<file path="config.mk">
export PLATFORM = sky130hd
export DESIGN_NAME = download_mem_arb
export DESIGN_NICKNAME = d
export VERILOG_FILES = /design/src/rtl/dl_arb_pkg.sv /design/src/rtl/dl_wr_fifo.sv /design/src/rtl/download_mem_arb.sv
export SDC_FILE = /design/constraint.sdc
export NUM_CORES = 1
export LEC_CHECK = 0
export BUFFER_PORTS_ARGS = -buffer_cell sky130_fd_sc_hd__buf_4
export CORE_MARGIN = 2
export CORE_UTILIZATION = 45
export CTS_CLUSTER_SIZE = 12
export DETAILED_ROUTE_END_ITERATION = 6
export GPL_TIMING_DRIVEN = 0
export PLACE_DENSITY = 0.76
export SLEW_MARGIN = 20
export SYNTH_ARGS = -nofsm -noshare
export SYNTH_HDL_FRONTEND = slang
export SYNTH_SLANG_ARGS = --single-unit
</file>
<file path="constraint.sdc">
create_clock -name clk -period 2.15 [get_ports clk]
set_clock_uncertainty 0.05 [all_clocks]
set_input_delay 0.1075 -clock clk [delete_from_list [all_inputs] [get_ports clk]]
set_output_delay 0.1075 -clock clk [all_outputs]
set_load 0.02 [all_outputs]
</file>
<file path="src/rtl/dl_arb_pkg.sv">
// dl_arb_pkg: shared arbiter FSM states and buffered download write entry.
package dl_arb_pkg;
    localparam int ENTRY_ADDR_W = 32;
    typedef enum logic [1:0] {
        IDLE     = 2'd0,
        DL_WR    = 2'd1,
        CORE_ACC = 2'd2
    } arb_state_t;
    typedef struct packed {
        logic [ENTRY_ADDR_W-1:0] addr;
        logic [7:0]              data;
    } wr_entry_t;
endpackage

</file>
<file path="src/rtl/dl_wr_fifo.sv">
// dl_wr_fifo: download write buffer; DEPTH=1 is a single holding register, larger depths must be powers of two.
module dl_wr_fifo
    import dl_arb_pkg::*;
#(
    parameter int DEPTH = 4
) (
    input  logic      clk,
    input  logic      reset_n,
    input  logic      push,
    input  logic      pop,
    input  wr_entry_t din,
    output logic      full,
    output logic      empty,
    output wr_entry_t head
);
    logic do_push, do_pop;
    assign do_pop  = pop && !empty;
    assign do_push = push && (!full || do_pop);
    if (DEPTH == 1) begin : g_reg
        logic      valid;
        wr_entry_t slot;
        assign full  = valid;
        assign empty = !valid;
        assign head  = slot;
        always_ff @(posedge clk) begin
            if (do_push) slot <= din;
        end
        always_ff @(posedge clk) begin
            if (!reset_n) valid <= 1'b0;
            else          valid <= do_push || (valid && !do_pop);
        end
    end else begin : g_fifo
        localparam int PW = $clog2(DEPTH);
        wr_entry_t     slots [DEPTH];
        logic [PW-1:0] rd_ptr, wr_ptr;
        logic [PW:0]   count;
        assign full  = count[PW];
        assign empty = count == '0;
        assign head  = slots[rd_ptr];
        always_ff @(posedge clk) begin
            if (do_push) slots[wr_ptr] <= din;
        end
        always_ff @(posedge clk) begin
            if (!reset_n) begin
                rd_ptr <= '0;
                wr_ptr <= '0;
                count  <= '0;
            end else begin
                if (do_push) wr_ptr <= wr_ptr + 1'b1;
                if (do_pop)  rd_ptr <= rd_ptr + 1'b1;
                count <= count + {{PW{1'b0}}, do_push} - {{PW{1'b0}}, do_pop};
            end
        end
    end
endmodule

</file>
<file path="src/rtl/download_mem_arb.sv">
// download_mem_arb: shares one memory port between buffered download writes (priority) and core accesses.
// Define DL_ARB_FIFO_EN for a DL_DEPTH-entry download FIFO; otherwise a single holding register.
module download_mem_arb
    import dl_arb_pkg::*;
#(
    parameter int ADDR_WIDTH = 16,
    parameter int DL_DEPTH   = 4
) (
    input  logic                  clk,
    input  logic                  reset_n,
    input  logic                  dl_active,
    input  logic                  dl_wr,
    input  logic [ADDR_WIDTH-1:0] dl_addr,
    input  logic [7:0]            dl_data,
    input  logic                  core_req,
    input  logic                  core_we,
    input  logic [ADDR_WIDTH-1:0] core_addr,
    input  logic [7:0]            core_wdata,
    output logic                  core_ack,
    output logic [7:0]            core_rdata,
    output logic                  mem_req,
    output logic                  mem_we,
    output logic [ADDR_WIDTH-1:0] mem_addr,
    output logic [7:0]            mem_wdata,
    input  logic                  mem_ack,
    input  logic [7:0]            mem_rdata,
    output logic                  dl_overflow
);
`ifdef DL_ARB_FIFO_EN
    localparam int BUF_DEPTH = DL_DEPTH;
`else
    localparam int BUF_DEPTH = DL_DEPTH - DL_DEPTH + 1;
`endif
    arb_state_t state;
    wr_entry_t  din, head;
    logic       buf_full, buf_empty, pop, drop, core_grant, dl_active_q;
    logic       unused_head_bits;
    assign din.addr         = ENTRY_ADDR_W'(dl_addr);
    assign din.data         = dl_data;
    assign unused_head_bits = ^head.addr;
    assign pop  = (state == DL_WR) && mem_ack;
    assign drop = dl_wr && buf_full && !pop;
    // a strobe arriving this cycle is not yet visible as non-empty, so it must still beat the core
    assign core_grant = core_req && !dl_active && !dl_wr && !core_ack;
    dl_wr_fifo #(.DEPTH(BUF_DEPTH)) u_buf (
        .clk     (clk),
        .reset_n (reset_n),
        .push    (dl_wr),
        .pop     (pop),
        .din     (din),
        .full    (buf_full),
        .empty   (buf_empty),
        .head    (head)
    );
    always_ff @(posedge clk) begin
        if (!reset_n) begin
            state       <= IDLE;
            mem_req     <= 1'b0;
            mem_we      <= 1'b0;
            mem_addr    <= '0;
            mem_wdata   <= '0;
            core_ack    <= 1'b0;
            core_rdata  <= '0;
            dl_overflow <= 1'b0;
            dl_active_q <= 1'b0;
        end else begin
            core_ack    <= 1'b0;
            dl_active_q <= dl_active;
            dl_overflow <= (dl_overflow && !(dl_active && !dl_active_q)) || drop;
            case (state)
                IDLE: begin
                    if (!buf_empty) begin
                        state     <= DL_WR;
                        mem_req   <= 1'b1;
                        mem_we    <= 1'b1;
                        mem_addr  <= head.addr[ADDR_WIDTH-1:0];
                        mem_wdata <= head.data;
                    end else if (core_grant) begin
                        state     <= CORE_ACC;
                        mem_req   <= 1'b1;
                        mem_we    <= core_we;
                        mem_addr  <= core_addr;
                        mem_wdata <= core_wdata;
                    end
                end
                DL_WR: begin
                    if (mem_ack) begin
                        state   <= IDLE;
                        mem_req <= 1'b0;
                    end
                end
                CORE_ACC: begin
                    if (mem_ack) begin
                        state    <= IDLE;
                        mem_req  <= 1'b0;
                        core_ack <= 1'b1;
                        if (!mem_we) core_rdata <= mem_rdata;
                    end
                end
                default: state <= IDLE;
            endcase
        end
    end
endmodule

</file>
==> run summary, run 1 <==
Synth Cell Area: 2820 µm²
# setup viols final: 0
register area share after synthesis: 53.9%
first-pass GRT wire length: 13.0 mm
GR Util met3: 5.37%
Chip Height: 83.2 µm
GPL Wtd Cong: 0.851
status: completed
global route overflow: 0
total wire length: 7.94 mm
clock latency on the worst-skew pair: 0.33 ns
Clock Path Buffers: 2
Syn Inst Count: 287
core area: 5990 µm²
class of the worst hold path: in -> reg
Residual DRC: 0
min cycle time layout: 2.06 ns
Nets: 496
Clock Root Buffer: clkbuf_8
Initial Util: 47.1%
RSZ-0062 raised after global routing: no
Syn Nets: 354
detailed-placement wirelength estimate: 5.25 mm
CP arrival: 2.24 ns
I/O pins: 99
worst r2r path cells: 8
final worst slack: 0.0901 ns
Ys Warns: 0
relative slew slack: 50.8%
Peak VDD IR: 0.000450 V
row count: 28
reg-to-reg endpoint: mem_addr[8]$_SDFFE_PN0P_
total track usage: 23.6%
number of synthesized flops with an enable pin: 24
Distinct cells, synth: 28
largest family of logic cells by synthesized area: simple AND/OR/NAND/NOR gates
M1 GR Usage: 28.0%
Area growth, synth to finish: 47.4%
DRT Pass-1 Iters: 5
# H-tree levels: 3
GRT met2 Usage: 41.5%
Critical Path, Cell by Cell: inv_1 -> ha_1 -> buf_2 -> nor2b_1 -> buf_2 -> clkbuf_1 -> and3_1 -> o31a_1
Tightest Pin Transition: 0.736 ns
DR vias: 2,719
Critical-path top delay cell: dfxtp_1
largest net degree at the start of global routing: 25
reg2reg setup slack: 0.09 ns
Hold Vio Cnt, Final: 0
WHS Endpoint: mem_addr[11]$_SDFFE_PN0P_
die width: 83.2 µm
Top FF cell, synth: dfxtp_1
CP endpoint kind: flop
DIE AREA: 6920 µm²
Setup crit start kind: flop
fin crit share: 95.8%
clk slew on worst S/H paths: 0.07 ns
Critical Path Max Stage Delay: 0.41 ns
post-synth top area cell: dfxtp_1
Fill cells: 452
mux cell area share after synthesis: 2.84%
Pwr per Cell Area: 697 nW/µm²
Placed Cells: 459
grt peak-use layer: met2
worst r2r src: state[0]$_SDFFE_PN0P_
kind of critical path: reg -> reg
Simple-Gate Fraction of Synth Area: 19.2%
Hold Path Origin: core_addr[11]
clock sink total: 64
Final Slew Violations: 0
WL/cell: 15.6 µm
post-CTS setup repair buffer count: 0
CP Data Required Time: 2.33 ns
share of flip-flops with an asynchronous set or reset: 0%
adder-cell share of the synthesized area: 1.77%
pre-CTS setup slack: 0.123 ns
Iter 0 DRT Violations: 177
Synth Register Bits: 64
most common cell in the netlist: dfxtp_1
post-synthesis area per instance: 9.83 µm²
final antenna-violating net count: 0
TritonCTS Buffers: 9
Compound-Gate Fraction of Synth Area: 14.5%
crit-path most repeated cell: buf_2
number of global-route vias before repair: 2,782
fraction of layout cells with a size suffix above 1: 28.3%
Resized cells post-CTS: 0
Post-Layout Cell Count: 509
static leakage: 1.85 nW
CTS tree: done
Worst Hold Depth: 3
initial antenna violation count: 0
post-synth top area share: 28.4%
Critical Path Start: state[0]$_SDFFE_PN0P_
post-DR vias/cell: 5.34
# port buffers: 97
xor/xnor share of the synthesized area: 0%
CP Max Fanout: 10
f_max: 485 MHz
max_cap viols: 0
top post-synthesis cells by count: 40 x dfxtp_1, 28 x inv_1, 27 x nand3_1, 25 x o21ai_0
ranking of synthesized cells by area: dfxtp_1 28%, edfxtp_1 26%, o31a_1 7.1%, and3_1 5.3%, nand3_1 4.8%
ant diodes: 0
flip-flops by register name (all words and copies together), names as in the netlist:
| name | count |
|---|---|
| u_buf.head | 24 |
| mem_addr | 16 |
| core_rdata | 8 |
| mem_wdata | 8 |
| state | 2 |
| core_ack | 1 |
| dl_active_q | 1 |
| dl_overflow | 1 |
| mem_req | 1 |
| mem_we | 1 |
| u_buf.full | 1 |
timing repair:
action / CTS / global route
setup endpoints to repair: 0 / 0
hold endpoints to repair: 34 / 0
hold buffers: 34 / 0
through the flow:
| step | hold WS (ns) | instance area, µm² | setup TNS (ns) | util (%) | total power, W |
|---|---|---|---|---|---|
| global route | 0.0104 | 4160 | 0 | 69.4 | 0.00304 |
| finish | 0.0155 | 4160 | 0 | 69.4 | 0.00290 |
| detailed placement | 0.237 | 3650 | 0 | 60.9 | 0.00198 |
| CTS | 0.00560 | 4160 | 0 | 69.4 | 0.00291 |
| global placement | 0.236 | 3650 | -3.72 | 60.9 | 0.00196 |
| floorplan | 0.156 | 2820 | 0 | - | 0.00172 |
routing by layer:
layer,part of all wire (%),vias up
li1,-,1302
met1,41,1299
met2,52,107
met3,6.2,11
met4,1.4,0
met5,0,-
layout make-up:
type                    instances  area, µm²  area share, %
inverters                      28        105           2.53
multi-input cells             170       1090           26.2
repair buffers                131       1070           25.7
clock inverters                 4       21.3          0.512
clock buffers                  12        145           3.49
plain buffers                  25        113           2.71
flip-flops and latches         64       1520           36.6
well taps                      75       93.8           2.26
worst max-delay path: cells and delay by family (launching register included):
kind / cells / cell delay, ns
fa+ha+maj: 1 / 0.19
compound gates: 1 / 0.28
flops: 1 / 0.41
simple gates: 2 / 0.37
buf+inv: 4 / 0.65
kinds of logic after synthesis:
family	count (synthesis)
multiplexers	8
adder cells (fa/ha/maj)	4
buffers and inverters	53
AND/OR/NAND/NOR	99
flip-flops	64
AO/OA/AOI/OAI	59
where the power goes:
group          leakage [nW]  internal [W]  switching, W
Combinational          1.21      0.000287      0.000331
Clock                0.0838      0.000443      0.000445
Sequential            0.557       0.00135     0.0000423
Total                  1.85       0.00208      0.000819
layout by cell type (no fill, tap or decap), drive strengths merged, types with 4 or more instances in the layout:
cell,instances
edfxtp,24
nor2b,4
mux2i,8
clkbuf,28
nand3,27
inv,28
o21ai,25
nor3,23
dlygate4sd3,34
nand2,4
and3,24
nor2,12
ha,4
dfxtp,40
o31a,23
buf,106
worst max-delay path by stage:
stage | to | cells after the start
floorplan | u_buf.head[0]$_DFFE_PP_ | 4
global placement | u_buf.head[23]$_DFFE_PP_ | 4
detailed placement | mem_addr[8]$_SDFFE_PN0P_ | 8
CTS | mem_addr[8]$_SDFFE_PN0P_ | 8
global route | mem_addr[8]$_SDFFE_PN0P_ | 8
finish | mem_addr[8]$_SDFFE_PN0P_ | 8
Note: power is estimated with default switching activity, not from simulation.
==> inputs of run 2 (changes only) <==
- RECOVER_POWER: not set -> 50
==> run 2 against run 1 <==
Clock power rose by 0.5%. Non-clock buffer count did not move. Final cell count did not move. Fmax rose by 0.12%. Sequential share of layout area rose by 1.2 points. Routed wire length rose by 0.54%. Via count rose by 0.15%. Largest power group unchanged. Utilization fell by 2.3 points. Critical endpoint unchanged. Clock-buffer cell count did not move. Die area did not move. Setup slack improved by 0.0025 ns.
==> run summary, run 2 (synthesis results as in run 1) <==
status: completed
pre-CTS setup slack: 0.123 ns
Switching Share: 28.8%
max reg flops: 24
fin crit share: 95.7%
clock sink total: 64
CP endpoint kind: flop
initial antenna violation count: 0
core area: 5990 µm²
post-DR vias/cell: 5.35
reg2reg setup slack: 0.09 ns
CTS tree: done
DRT Pass-1 Iters: 4
Post-Layout Cell Count: 509
die width: 83.2 µm
# H-tree levels: 3
DR WL met2: 4.05 mm
DR vias: 2,723
f_max: 486 MHz
RSZ-0062 raised after global routing: no
Initial Util: 47.1%
Clock Root Buffer: clkbuf_8
Clk pwr share: 31.2%
final antenna-violating net count: 0
Met1 Wirelength: 3.34 mm
Iter 0 DRT Violations: 192
Clock Path Buffers: 2
worst r2r path cells: 8
most common cell after layout, fill and taps aside: clkbuf_1
max_cap viols: 0
number of global-route vias before repair: 2,782
post-CTS setup repair buffer count: 0
worst r2r src: state[0]$_SDFFE_PN0P_
reg-to-reg endpoint: mem_addr[8]$_SDFFE_PN0P_
static leakage: 1.69 nW
fraction of layout cells with a size suffix above 1: 20.0%
Placed Cells: 459
detailed-placement wirelength estimate: 5.25 mm
# port buffers: 97
sequential share of power: 48.6%
relative slew slack: 50.1%
Util after Layout: 67.1%
Residual DRC: 0
min cycle time layout: 2.06 ns
Pwr per Cell Area: 711 nW/µm²
Hold Path Origin: core_addr[11]
CP Data Required Time: 2.33 ns
Resized cells post-CTS: 0
first-pass GRT wire length: 13.0 mm
Setup TNS Final: 0 ns
Nets: 496
kind of critical path: reg -> reg
GPL Wtd Cong: 0.851
total track usage: 23.6%
final worst slack: 0.0925 ns
ant diodes: 0
clock latency on the worst-skew pair: 0.34 ns
largest net degree at the start of global routing: 25
WL/cell: 15.7 µm
class of the worst hold path: in -> reg
row count: 28
Area growth, synth to finish: 42.6%
Tightest Pin Transition: 0.747 ns
Hold Vio Cnt, Final: 0
Pint: 0.00204 W
Switch Pwr: 0.000823 W
Peak VDD IR: 0.000451 V
CP arrival: 2.24 ns
I/O pins: 99
WHS Endpoint: mem_addr[11]$_SDFFE_PN0P_
global route overflow: 0
# setup viols final: 0
CP Max Fanout: 10
Tot Pwr: 0.00286 W
clk slew on worst S/H paths: 0.07 ns
Comb power frac: 20.2%
Setup crit start kind: flop
TritonCTS Buffers: 9
highest-count cells in the layout ignoring fill and taps: 55 x clkbuf_1, 40 x dfxtp_1, 38 x buf_4, 34 x dlygate4sd3_1, 28 x inv_1
total wire length: 7.98 mm
DIE AREA: 6920 µm²
Final Slew Violations: 0
highest metal used: met4
Chip Height: 83.2 µm
met3 wire len: 450 µm
Worst Hold Depth: 3
[run 2: what timing repair did]
item	4_1_cts	5_1_grt
endpoints found under the setup margin	0	0
hold endpoints to repair	34	0
hold buffers	34	0
[run 2: worst max-delay path by stage]
| stage | from | endpoint | slack, ns | cells after the start |
|---|---|---|---|---|
| 2_1_floorplan | u_buf.full$_SDFF_PN0_ | u_buf.head[0]$_DFFE_PP_ | 0.29 | 4 |
| 3_3_place_gp | u_buf.full$_SDFF_PN0_ | u_buf.head[23]$_DFFE_PP_ | -0.16 | 4 |
| 3_5_place_dp | state[0]$_SDFFE_PN0P_ | mem_addr[8]$_SDFFE_PN0P_ | 0.12 | 8 |
| 4_1_cts | state[0]$_SDFFE_PN0P_ | mem_addr[8]$_SDFFE_PN0P_ | 0.11 | 8 |
| 5_1_grt | state[0]$_SDFFE_PN0P_ | mem_addr[8]$_SDFFE_PN0P_ | 0.03 | 8 |
| 6_report | state[0]$_SDFFE_PN0P_ | mem_addr[8]$_SDFFE_PN0P_ | 0.09 | 8 |
[run 2: area by class of cell]
cell class                 count  area, µm²
inverter                      28        105
fill                         494       1970
timing repair buffer         131        933
buffer                        25        113
multi-input combinational    170       1090
clock buffer                  12        145
clock inverter                 4       21.3
tap                           75       93.8
sequential                    64       1520
[run 2: power by group through the flow]
stage | clock network, W | registers [W] | logic, W
floorplan | 0 | 0.00147 | 0.000249
global placement | 0 | 0.00142 | 0.000547
detailed placement | 0 | 0.00142 | 0.000565
CTS | 0.000900 | 0.00139 | 0.000617
global route | 0.000977 | 0.00140 | 0.000626
finish | 0.000892 | 0.00139 | 0.000577
[run 2: layer usage]
| metal | vias to the layer above | GRT usage (%) |
|---|---|---|
| met2 | 101 | 41.5 |
| met1 | 1305 | 28.0 |
| met5 | - | 0 |
| met4 | 0 | 8.64 |
| met3 | 15 | 5.37 |
| li1 | 1302 | - |
[run 2: metrics by stage]
step / hold slack, ns / cell area [µm²]
after floorplan: 0.156 / 2820
after global placement: 0.236 / 3650
after detailed placement: 0.237 / 3650
after CTS: 0.00560 / 4160
after global routing: 0.0104 / 4020
final: 0.0159 / 4020
[run 2: critical path, cell delays in order, from the launching register on]
cell and delay, ns:
dfxtp_1 0.41, inv_1 0.09, ha_1 0.19, buf_2 0.15
nor2b_1 0.12, buf_2 0.18, clkbuf_1 0.23, and3_1 0.25
o31a_1 0.27
